==> src/rtl/cfg_pkg.sv <==
// Purpose: system-wide configuration constants shared across the stack subsystem.
package cfg_pkg;

    localparam int unsigned ENGS_N = 4;

endpackage : cfg_pkg

==> src/rtl/stk_pkg.sv <==
// Purpose: stack pipe types and sizing shared by the writeback-side blocks.
package stk_pkg;

    typedef enum logic [1:0] {
        STS_OK  = 2'd0,
        STS_ERR = 2'd1,
        STS_TMO = 2'd2,
        STS_PAR = 2'd3
    } status_t;

    localparam int unsigned STATUS_W          = $bits(status_t);
    localparam int unsigned STK_RSP_Q_DEPTH_N = 4;
    localparam int unsigned RSP_DAT_W         = 128;

    // Response entry at the default data width.
    typedef struct packed {
        logic [RSP_DAT_W-1:0] dat;
        status_t              status;
    } rsp_ent_t;

endpackage : stk_pkg

==> src/rtl/stk_rsp_fifo.sv <==
// Purpose: one engine's response queue: storage, wrap-bit pointers, full/empty, credit flop.
// Ports:
//   clk, arst_n          clock, async active-low reset
//   i_push               write request from writeback (already one-hot qualified)
//   i_dat, i_status      entry payload
//   o_vld, i_rdy         head valid / consume handshake
//   o_dat, o_status      head payload (valid while o_vld)
//   o_cred_rtn           one-cycle pulse the cycle after each pop
//   o_ovf_c              push arrived while full with no pop (combinational)
module stk_rsp_fifo #(
    parameter int unsigned DEPTH_N = 4,
    parameter int unsigned DAT_W   = 128,
    parameter int unsigned STS_W   = 2
) (
    input  logic             clk,
    input  logic             arst_n,
    input  logic             i_push,
    input  logic [DAT_W-1:0] i_dat,
    input  logic [STS_W-1:0] i_status,
    output logic             o_vld,
    input  logic             i_rdy,
    output logic [DAT_W-1:0] o_dat,
    output logic [STS_W-1:0] o_status,
    output logic             o_cred_rtn,
    output logic             o_ovf_c
);

    localparam int unsigned IDX_W = $clog2(DEPTH_N);
    localparam int unsigned PTR_W = IDX_W + 1;
    localparam int unsigned ENT_W = DAT_W + STS_W;

    logic [ENT_W-1:0] mem_q [DEPTH_N];
    logic [ENT_W-1:0] mem_d [DEPTH_N];
    logic [PTR_W-1:0] wr_ptr_q, wr_ptr_d;
    logic [PTR_W-1:0] rd_ptr_q, rd_ptr_d;
    logic             cred_q, cred_d;

    logic empty, full, pop, push_ok;

    // Wrap bit distinguishes full from empty when the index bits match.
    assign empty   = (wr_ptr_q == rd_ptr_q);
    assign full    = (wr_ptr_q[IDX_W] != rd_ptr_q[IDX_W]) &&
                     (wr_ptr_q[IDX_W-1:0] == rd_ptr_q[IDX_W-1:0]);
    assign pop     = ~empty & i_rdy;
    // A pop in the same cycle frees the slot, so a push to a full queue still lands.
    assign push_ok = i_push & (~full | pop);
    assign o_ovf_c = i_push & full & ~pop;

    // Next-state for storage, pointers and credit.
    always_comb begin
        mem_d    = mem_q;
        wr_ptr_d = wr_ptr_q + PTR_W'(push_ok);
        rd_ptr_d = rd_ptr_q + PTR_W'(pop);
        cred_d   = pop;
        if (push_ok) begin
            mem_d[wr_ptr_q[IDX_W-1:0]] = {i_dat, i_status};
        end
    end

    // Control state; reset discards contents and any pending credit.
    always_ff @(posedge clk or negedge arst_n) begin
        if (!arst_n) begin
            wr_ptr_q <= '0;
            rd_ptr_q <= '0;
            cred_q   <= 1'b0;
        end else begin
            wr_ptr_q <= wr_ptr_d;
            rd_ptr_q <= rd_ptr_d;
            cred_q   <= cred_d;
        end
    end

    // Payload storage needs no reset: it is only observed behind o_vld.
    always_ff @(posedge clk) begin
        mem_q <= mem_d;
    end

    assign o_vld             = ~empty;
    assign {o_dat, o_status} = mem_q[rd_ptr_q[IDX_W-1:0]];
    assign o_cred_rtn        = cred_q;

endmodule : stk_rsp_fifo

==> src/rtl/stk_rsp_q.sv <==
// Purpose: per-engine response queues behind the non-stallable stack writeback,
//          with credit return to admission and sticky error flags.
// Ports:
//   clk, arst_n                      clock, async active-low reset
//   i_rsp_vld/dat/status             one-hot (or zero) writeback response
//   o_eng_rsp_vld/dat/status, i_eng_rsp_rdy   per-engine head valid/ready channel
//   o_cred_rtn                       per-engine credit pulse, one per pop
//   o_err_ovf, o_err_mhot            sticky: push to full queue / multi-hot valid
//   o_busy                           any queue non-empty
module stk_rsp_q
    import stk_pkg::*;
#(
    parameter int unsigned ENGS_N  = cfg_pkg::ENGS_N,
    parameter int unsigned DEPTH_N = STK_RSP_Q_DEPTH_N,
    parameter int unsigned DAT_W   = 128
) (
    input  logic                       clk,
    input  logic                       arst_n,
    input  logic [ENGS_N-1:0]          i_rsp_vld,
    input  logic [DAT_W-1:0]           i_rsp_dat,
    input  logic [STATUS_W-1:0]        i_rsp_status,
    output logic [ENGS_N-1:0]          o_eng_rsp_vld,
    input  logic [ENGS_N-1:0]          i_eng_rsp_rdy,
    output logic [ENGS_N*DAT_W-1:0]    o_eng_rsp_dat,
    output logic [ENGS_N*STATUS_W-1:0] o_eng_rsp_status,
    output logic [ENGS_N-1:0]          o_cred_rtn,
    output logic                       o_err_ovf,
    output logic                       o_err_mhot,
    output logic                       o_busy
);

    logic              mhot_c;
    logic [ENGS_N-1:0] push;
    logic [ENGS_N-1:0] ovf_c;
    logic              err_ovf_q, err_ovf_d;
    logic              err_mhot_q, err_mhot_d;

    // More than one bit set: clearing the lowest set bit leaves something behind.
    assign mhot_c = |(i_rsp_vld & (i_rsp_vld - ENGS_N'(1)));
    assign push   = i_rsp_vld & {ENGS_N{~mhot_c}};

    for (genvar e = 0; e < ENGS_N; e++) begin : g_eng
        stk_rsp_fifo #(
            .DEPTH_N (DEPTH_N),
            .DAT_W   (DAT_W),
            .STS_W   (STATUS_W)
        ) u_fifo (
            .clk        (clk),
            .arst_n     (arst_n),
            .i_push     (push[e]),
            .i_dat      (i_rsp_dat),
            .i_status   (i_rsp_status),
            .o_vld      (o_eng_rsp_vld[e]),
            .i_rdy      (i_eng_rsp_rdy[e]),
            .o_dat      (o_eng_rsp_dat[e*DAT_W +: DAT_W]),
            .o_status   (o_eng_rsp_status[e*STATUS_W +: STATUS_W]),
            .o_cred_rtn (o_cred_rtn[e]),
            .o_ovf_c    (ovf_c[e])
        );
    end

    // Sticky error accumulation.
    always_comb begin
        err_ovf_d  = err_ovf_q | (|ovf_c);
        err_mhot_d = err_mhot_q | mhot_c;
    end

    always_ff @(posedge clk or negedge arst_n) begin
        if (!arst_n) begin
            err_ovf_q  <= 1'b0;
            err_mhot_q <= 1'b0;
        end else begin
            err_ovf_q  <= err_ovf_d;
            err_mhot_q <= err_mhot_d;
        end
    end

    assign o_err_ovf  = err_ovf_q;
    assign o_err_mhot = err_mhot_q;
    assign o_busy     = |o_eng_rsp_vld;

endmodule : stk_rsp_q

==> config.mk <==
export PLATFORM = sky130hd
export DESIGN_NAME = stk_rsp_q
export DESIGN_NICKNAME = d
export VERILOG_FILES = /design/src/rtl/cfg_pkg.sv /design/src/rtl/stk_pkg.sv /design/src/rtl/stk_rsp_fifo.sv /design/src/rtl/stk_rsp_q.sv
export SDC_FILE = /design/constraint.sdc
export NUM_CORES = 1
export LEC_CHECK = 0
export BUFFER_PORTS_ARGS = -buffer_cell sky130_fd_sc_hd__clkbuf_2
export CORE_AREA = 4 4 442 444
export CTS_CLUSTER_DIAMETER = 40
export CTS_CLUSTER_SIZE = 24
export DETAILED_ROUTE_END_ITERATION = 6
export DIE_AREA = 0 0 446 448
export PLACE_DENSITY = 0.68
export SYNTH_ARGS = -nofsm -noshare
export SYNTH_HDL_FRONTEND = slang
export SYNTH_SLANG_ARGS = --single-unit
export TNS_END_PERCENT = 5
==> constraint.sdc <==
create_clock -name clk -period 43.6 [get_ports clk]
set_input_delay 2.18 -clock clk [delete_from_list [all_inputs] [get_ports clk]]
set_output_delay 2.18 -clock clk [all_outputs]
set_load 0.05 [all_outputs]
; ---- After elaboration in Yosys (flattened, before gate mapping)
; Cells that the tools add are included.
[classes]
n_mux = 24
bitwise = 45
n_mul = 0
n_addsub = 9
n_reduce_logical = 11
div = 0
eq_ne = 12
shifts = 0
magnitude_cmp = 12
[ops]
columns = cell, n
row1 = $bwmux 520, 4
row2 = $mux 130, 12
row3 = $bmux 130 s2, 4
row4 = $demux 130 s2, 4
row5 = $add 3x1->3, 8
row6 = $ge 3x3->1 const B, 8
row7 = $not 2->3, 8
row8 = $and 1x1->1, 16
row9 = $not 1->1, 13
row10 = $eq 3x3->1, 4
row11 = $lt 3x1->1 const B, 4
row12 = $reduce_or 4->1, 3
row13 = $and 4x4->4, 2
row14 = $eq 2x2->1, 4
row15 = $logic_and 1x1->1, 8
row16 = $or 1x1->1, 6
row17 = $ne 1x1->1, 4
row18 = $sub 4x1->4 const B, 1
[word_totals]
mem_bits_rw = 0
reg_bits = 2110
memories = 0
latchBits = 0
out_inout_bits = 531
romBits = 0
elab_cells = 143

; ---- Logic depth before layout (Yosys ltp)
[logic_depth]
word_depth = 9
depth_mapped = 8
depth_no_buf = 7

; ---- Cells and area by module
; From an unflattened synthesis, not the netlist that was laid out.
[unflattened]
hier_cells = 2853
area_unflattened_um2 = 76961.3
[by_module_without_submodules]
columns = module, seq_area_each_um2, area_per_inst_um2, cells_each, n_inst
row1 = stk_rsp_fifo, 15790.1, 19208.4, 710, 4
row2 = stk_rsp_q, 50.0, 127.6, 13, 1

; ---- Least setup slack after synthesis
; Ideal clock, no wire load.
[synth_path]
path_kind = input to register
start = input i_rsp_vld[1]
end = register g_eng[3].u_fifo.mem_q[260] (netlist bit) (enable)
path_stages = 2
slack_ps = 26533
setup_time_ps = 983
t_arrival_ps = 16084
cell_sequence = or4b_1 nor4b_1
[synth_between]
elab_chain_len = 6
[synth_lines]
columns = item, line_no
row1 = from (decl), stk_rsp_q.sv:19  ; input logic [ENGS_N-1:0] i_rsp_vld,
row2 = $sub 4x1->4, stk_rsp_q.sv:39  ; assign mhot_c = |(i_rsp_vld & (i_rsp_vld - ENGS_N'(1)));
row3 = $and 4x4->4 *, stk_rsp_q.sv:39
row4 = $reduce_or 4->1 *, stk_rsp_q.sv:39
row5 = $not 1->1 *, stk_rsp_q.sv:40  ; assign push = i_rsp_vld & {ENGS_N{~mhot_c}};
row6 = $and 4x4->4 *, stk_rsp_q.sv:40
row7 = $and 1x1->1 *, stk_rsp_fifo.sv:46  ; assign push_ok = i_push & (~full | pop);
row8 = to (signal assigned), stk_rsp_fifo.sv:75  ; mem_q <= mem_d;
row9 = to (decl), stk_rsp_fifo.sv:32  ; logic [ENT_W-1:0] mem_q [DEPTH_N];
; Every way passes the cells marked *; elsewhere a longest branch is shown, timed or not.
; A chain may end at the register's enable or synchronous reset.

; ---- Final worst setup path
[layout_path]
start = register g_eng[0].u_fifo.rd_ptr_q[0]
end = output o_eng_rsp_dat[96]
[layout_between]
elab_chain_len = 4
[layout_lines]
columns = item, line_no
row1 = from (decl), stk_rsp_fifo.sv:35  ; logic [PTR_W-1:0] rd_ptr_q, rd_ptr_d;
row2 = from (signal assigned), stk_rsp_fifo.sv:68  ; rd_ptr_q <= rd_ptr_d;
row3 = $not 2->3 (not written as such), stk_rsp_fifo.sv:79  ; assign {o_dat, o_status} = mem_q[rd_ptr_q[IDX_W-1:0]];
row4 = $bmux 130 s2, stk_rsp_fifo.sv:79
row5 = $mux 130 (not written as such) (2 in a row), stk_rsp_fifo.sv:79
row6 = to (decl), stk_rsp_q.sv:24  ; output logic [ENGS_N*DAT_W-1:0] o_eng_rsp_dat,
; No other way between the ends. The select of a mux whose other input is x is not followed.

==> results.json <==
{
  "rsz0062_at_grt": "no",
  "hold_viol": 0,
  "die-area_um2": 199800,
  "wl_per_cell_um": 27.64,
  "clk_latency_ps": 910,
  "setup.worst_path.class": "flip-flop to primary output",
  "synth_top_area_cell": "edfxtp_1",
  "io_buffers": 670,
  "num_io_pins": 671,
  "routed_wl_um": 179500,
  "seq_area_frac_synth_pct": 82.79,
  "fin_nets": 3906,
  "die_w_um": 446,
  "max_stage_delay_ps": 850,
  "p_per_area_nw_per_um2": 74.84,
  "cts_root_buffer": "clkbuf_16",
  "final_max_slew_viol_count": 0,
  "synth_nets": 3003,
  "startpoint": "g_eng[0].u_fifo.rd_ptr_q[0]",
  "slew_headroom_pct": 29.44,
  "yosysUniqueCellTypes": 28,
  "yosysWarnings": 0,
  "core-area_um2": 191600,
  "numCtsBuffers": 288,
  "clk_pin_slew_ps": 60,
  "crit_required_ps": 41420,
  "run_status": "complete, no violations",
  "fin_crit_sh_pct": 14.81,
  "rr_startpoint": "g_eng[3].u_fifo.rd_ptr_q[0]",
  "first_iter_violations": 2895,
  "start_util_pct": 39.86,
  "irDropWorstVdd_mv": 0.06159,
  "drt-pass1-iter-count": 5,
  "cts_tree": "done",
  "worst_path_most_repeated_cell": "buf_4",
  "fin_worst_skew_ps": 67.67,
  "holdBufCountCts": 0,
  "seq_area_um2": 63240,
  "gr-total-overflow": 0,
  "leakage_nw": 30.53,
  "crit_path_max_fanout": 39,
  "placementRows": 161,
  "viasPerCell": 5.354,
  "finalSetupTns_ps": 0,
  "synth.top_cell.area_share_pct": 81.80,
  "crit_path_start_kind": "flip-flop",
  "multiInputGateArea_um2": 12550,
  "cts_resized": 0,
  "ant_nets": 0,
  "tightest_slew_ps": 1058,
  "grt_pass1_wl_um": 260000,
  "place_hpwl_um": 110000,
  "track_usage_pct": 17.91,
  "cp_cell_sequence": "buf_4 -> buf_4 -> mux4_2 -> clkbuf_2",
  "fp.dieH_um": 448,
  "fillers": 15226,
  "setup_viol": 0,
  "ys_top_cells_by_area": "edfxtp_1 82%, mux4_2 15%, dfrtp_1 0.98%, buf_4 0.47%, clkbuf_1 0.28%",
  "cts_buffer_depth": 4,
  "cp-end-kind": "primary output",
  "max_freq_mhz": 154.9,
  "grt_max_degree": 90,
  "gp_congestion": 0.7739,
  "slowest_stage": "dfrtp_4",
  "postSynthCellCount": 2847,
  "drive_gt1_share_pct": 44.41,
  "critPathArrivalTime_ps": 4280,
  "cts_setup_buffers": 0,
  "min_from": "g_eng[0].u_fifo.rd_ptr_q[2]",
  "grt_pass1_vias": 36378,
  "numClockSinks": 2110,
  "remaining_drc_errors": 0,
  "power.total_w": 0.006921,
  "hold_path.class": "flip-flop to flip-flop",
  "antenna_found_initial": 5,
  "area_delta_synth_final_pct": 21.11,
  "netlist_area_um2": 76350,
  "drv_cap": 0,
  "syn_avg_cell_area_um2": 26.82,
  "via_count": 34762,
  "htree_levels": 5,
  "ys_ff_latch": 2110,
  "timing.final.crit_period_ps": 6458
}
==> layer usage <==
metal  up-vias  wire length (µm)  track usage [%]
met2      1384             91150            29.85
met4         2              7360            7.465
met3       336             13700            4.908
met1     18721             67240            22.23
met5         -                11                0
li1      14319                 -                -
==> path summary, 6_finish.rpt <==
path,slack (ps),depth (start not counted),end
setup / recovery,37140,4,o_eng_rsp_dat[96]
hold / removal,480,1,g_eng[0].u_fifo.rd_ptr_q[2]
setup reg to reg,39480,6,g_eng[3].u_fifo.mem_q[50]
hold reg to reg,480,1,g_eng[0].u_fifo.rd_ptr_q[2]
max in group asynchronous,41570,1,g_eng[1].u_fifo.rd_ptr_q[1]
min in group asynchronous,1360,1,g_eng[3].u_fifo.rd_ptr_q[1]
==> where the power goes <==
part / internal (W) / total (W) / switching (W)
logic: 0.000616 / 0.00222 / 0.00160
registers: 0.00231 / 0.00239 / 0.0000864
clock network: 0.00140 / 0.00231 / 0.000906
==> logic make-up (layout without fill, tap and decap cells) <==
| family | after synthesis | count (layout) | synth area share, % |
|---|---|---|---|
| simple gates | 48 | 48 | 0.4260 |
| xor+xnor | 20 | 20 | 0.2294 |
| other cells | 0 | 6 | 0 |
| fa+ha+maj | 17 | 17 | 0.2753 |
| compound gates | 4 | 4 | 0.04097 |
| flops | 2110 | 2110 | 82.79 |
| buf+inv | 128 | 1242 | 0.9046 |
| mux | 520 | 520 | 15.34 |
==> through the flow <==
stage	setup WS (ps)	instances	area, µm²	hold WS [ps]	utilization, %
after global placement	37910	5986	82860	465.5	43.25
final	37140	6493	92470	481.4	48.27
after global routing	36690	6489	92460	501.0	48.26
after floorplan	26530	2847	76350	458.9	-
after CTS	36860	6487	92460	486.4	48.26
after detailed placement	37840	5986	82860	474.0	43.25
==> cell type report <==
| cell class | instances | area share, % |
|---|---|---|
| Multi-Input combinational cell | 609 | 13.57 |
| Timing Repair Buffer | 741 | 4.230 |
| Tap cell | 2526 | 3.418 |
| Clock buffer | 313 | 8.056 |
| Clock inverter | 188 | 2.322 |
| Sequential cell | 2110 | 68.39 |
| Antenna cell | 6 | 0.01624 |
==> placed cells by master (no fill, tap or decap), drive strengths merged, types with 22 or more instances in the layout <==
master    netlist  layout
edfxtp       2080    2080
clkbuf         56     983
mux4          520     520
inv             0      78
buf            72      71
clkinv          0      64
dfrtp          30      30
clkinvlp        0      24
bufinv          0      22
==> state kept, by name (all words and copies together), names as in the netlist <==
register                 flops
g_eng.u_fifo.mem_q        2080
g_eng.u_fifo.rd_ptr_q       12
g_eng.u_fifo.wr_ptr_q       12
g_eng.u_fifo.o_cred_rtn      4
o_err_mhot                   1
o_err_ovf                    1
==> worst max-delay path: cells and delay by family (launching register included) <==
family   cells  cell delay (ps)
flops        1              850
buf+inv      3             1750
mux          1              640
==> cells in the mapped netlist <==
master    number
a21oi_1        1
a22oi_1        1
and2_1         5
and3_1         4
buf_2         24
buf_4         48
clkbuf_1      56
dfrtp_1       30
edfxtp_1    2080
ha_1          16
maj3_1         1
mux4_2       520
nand2_1        5
nand2b_1       1
nand3_1        1
nor2_1         9
nor2b_1        2
nor3_1         1
nor4_1         4
nor4_2         2
nor4_4         1
nor4b_1        9
o21bai_1       1
o41a_1         1
or4_1          1
or4b_1         3
xnor2_1        4
xor2_1        16
Note: power is estimated with default switching activity, not from simulation.
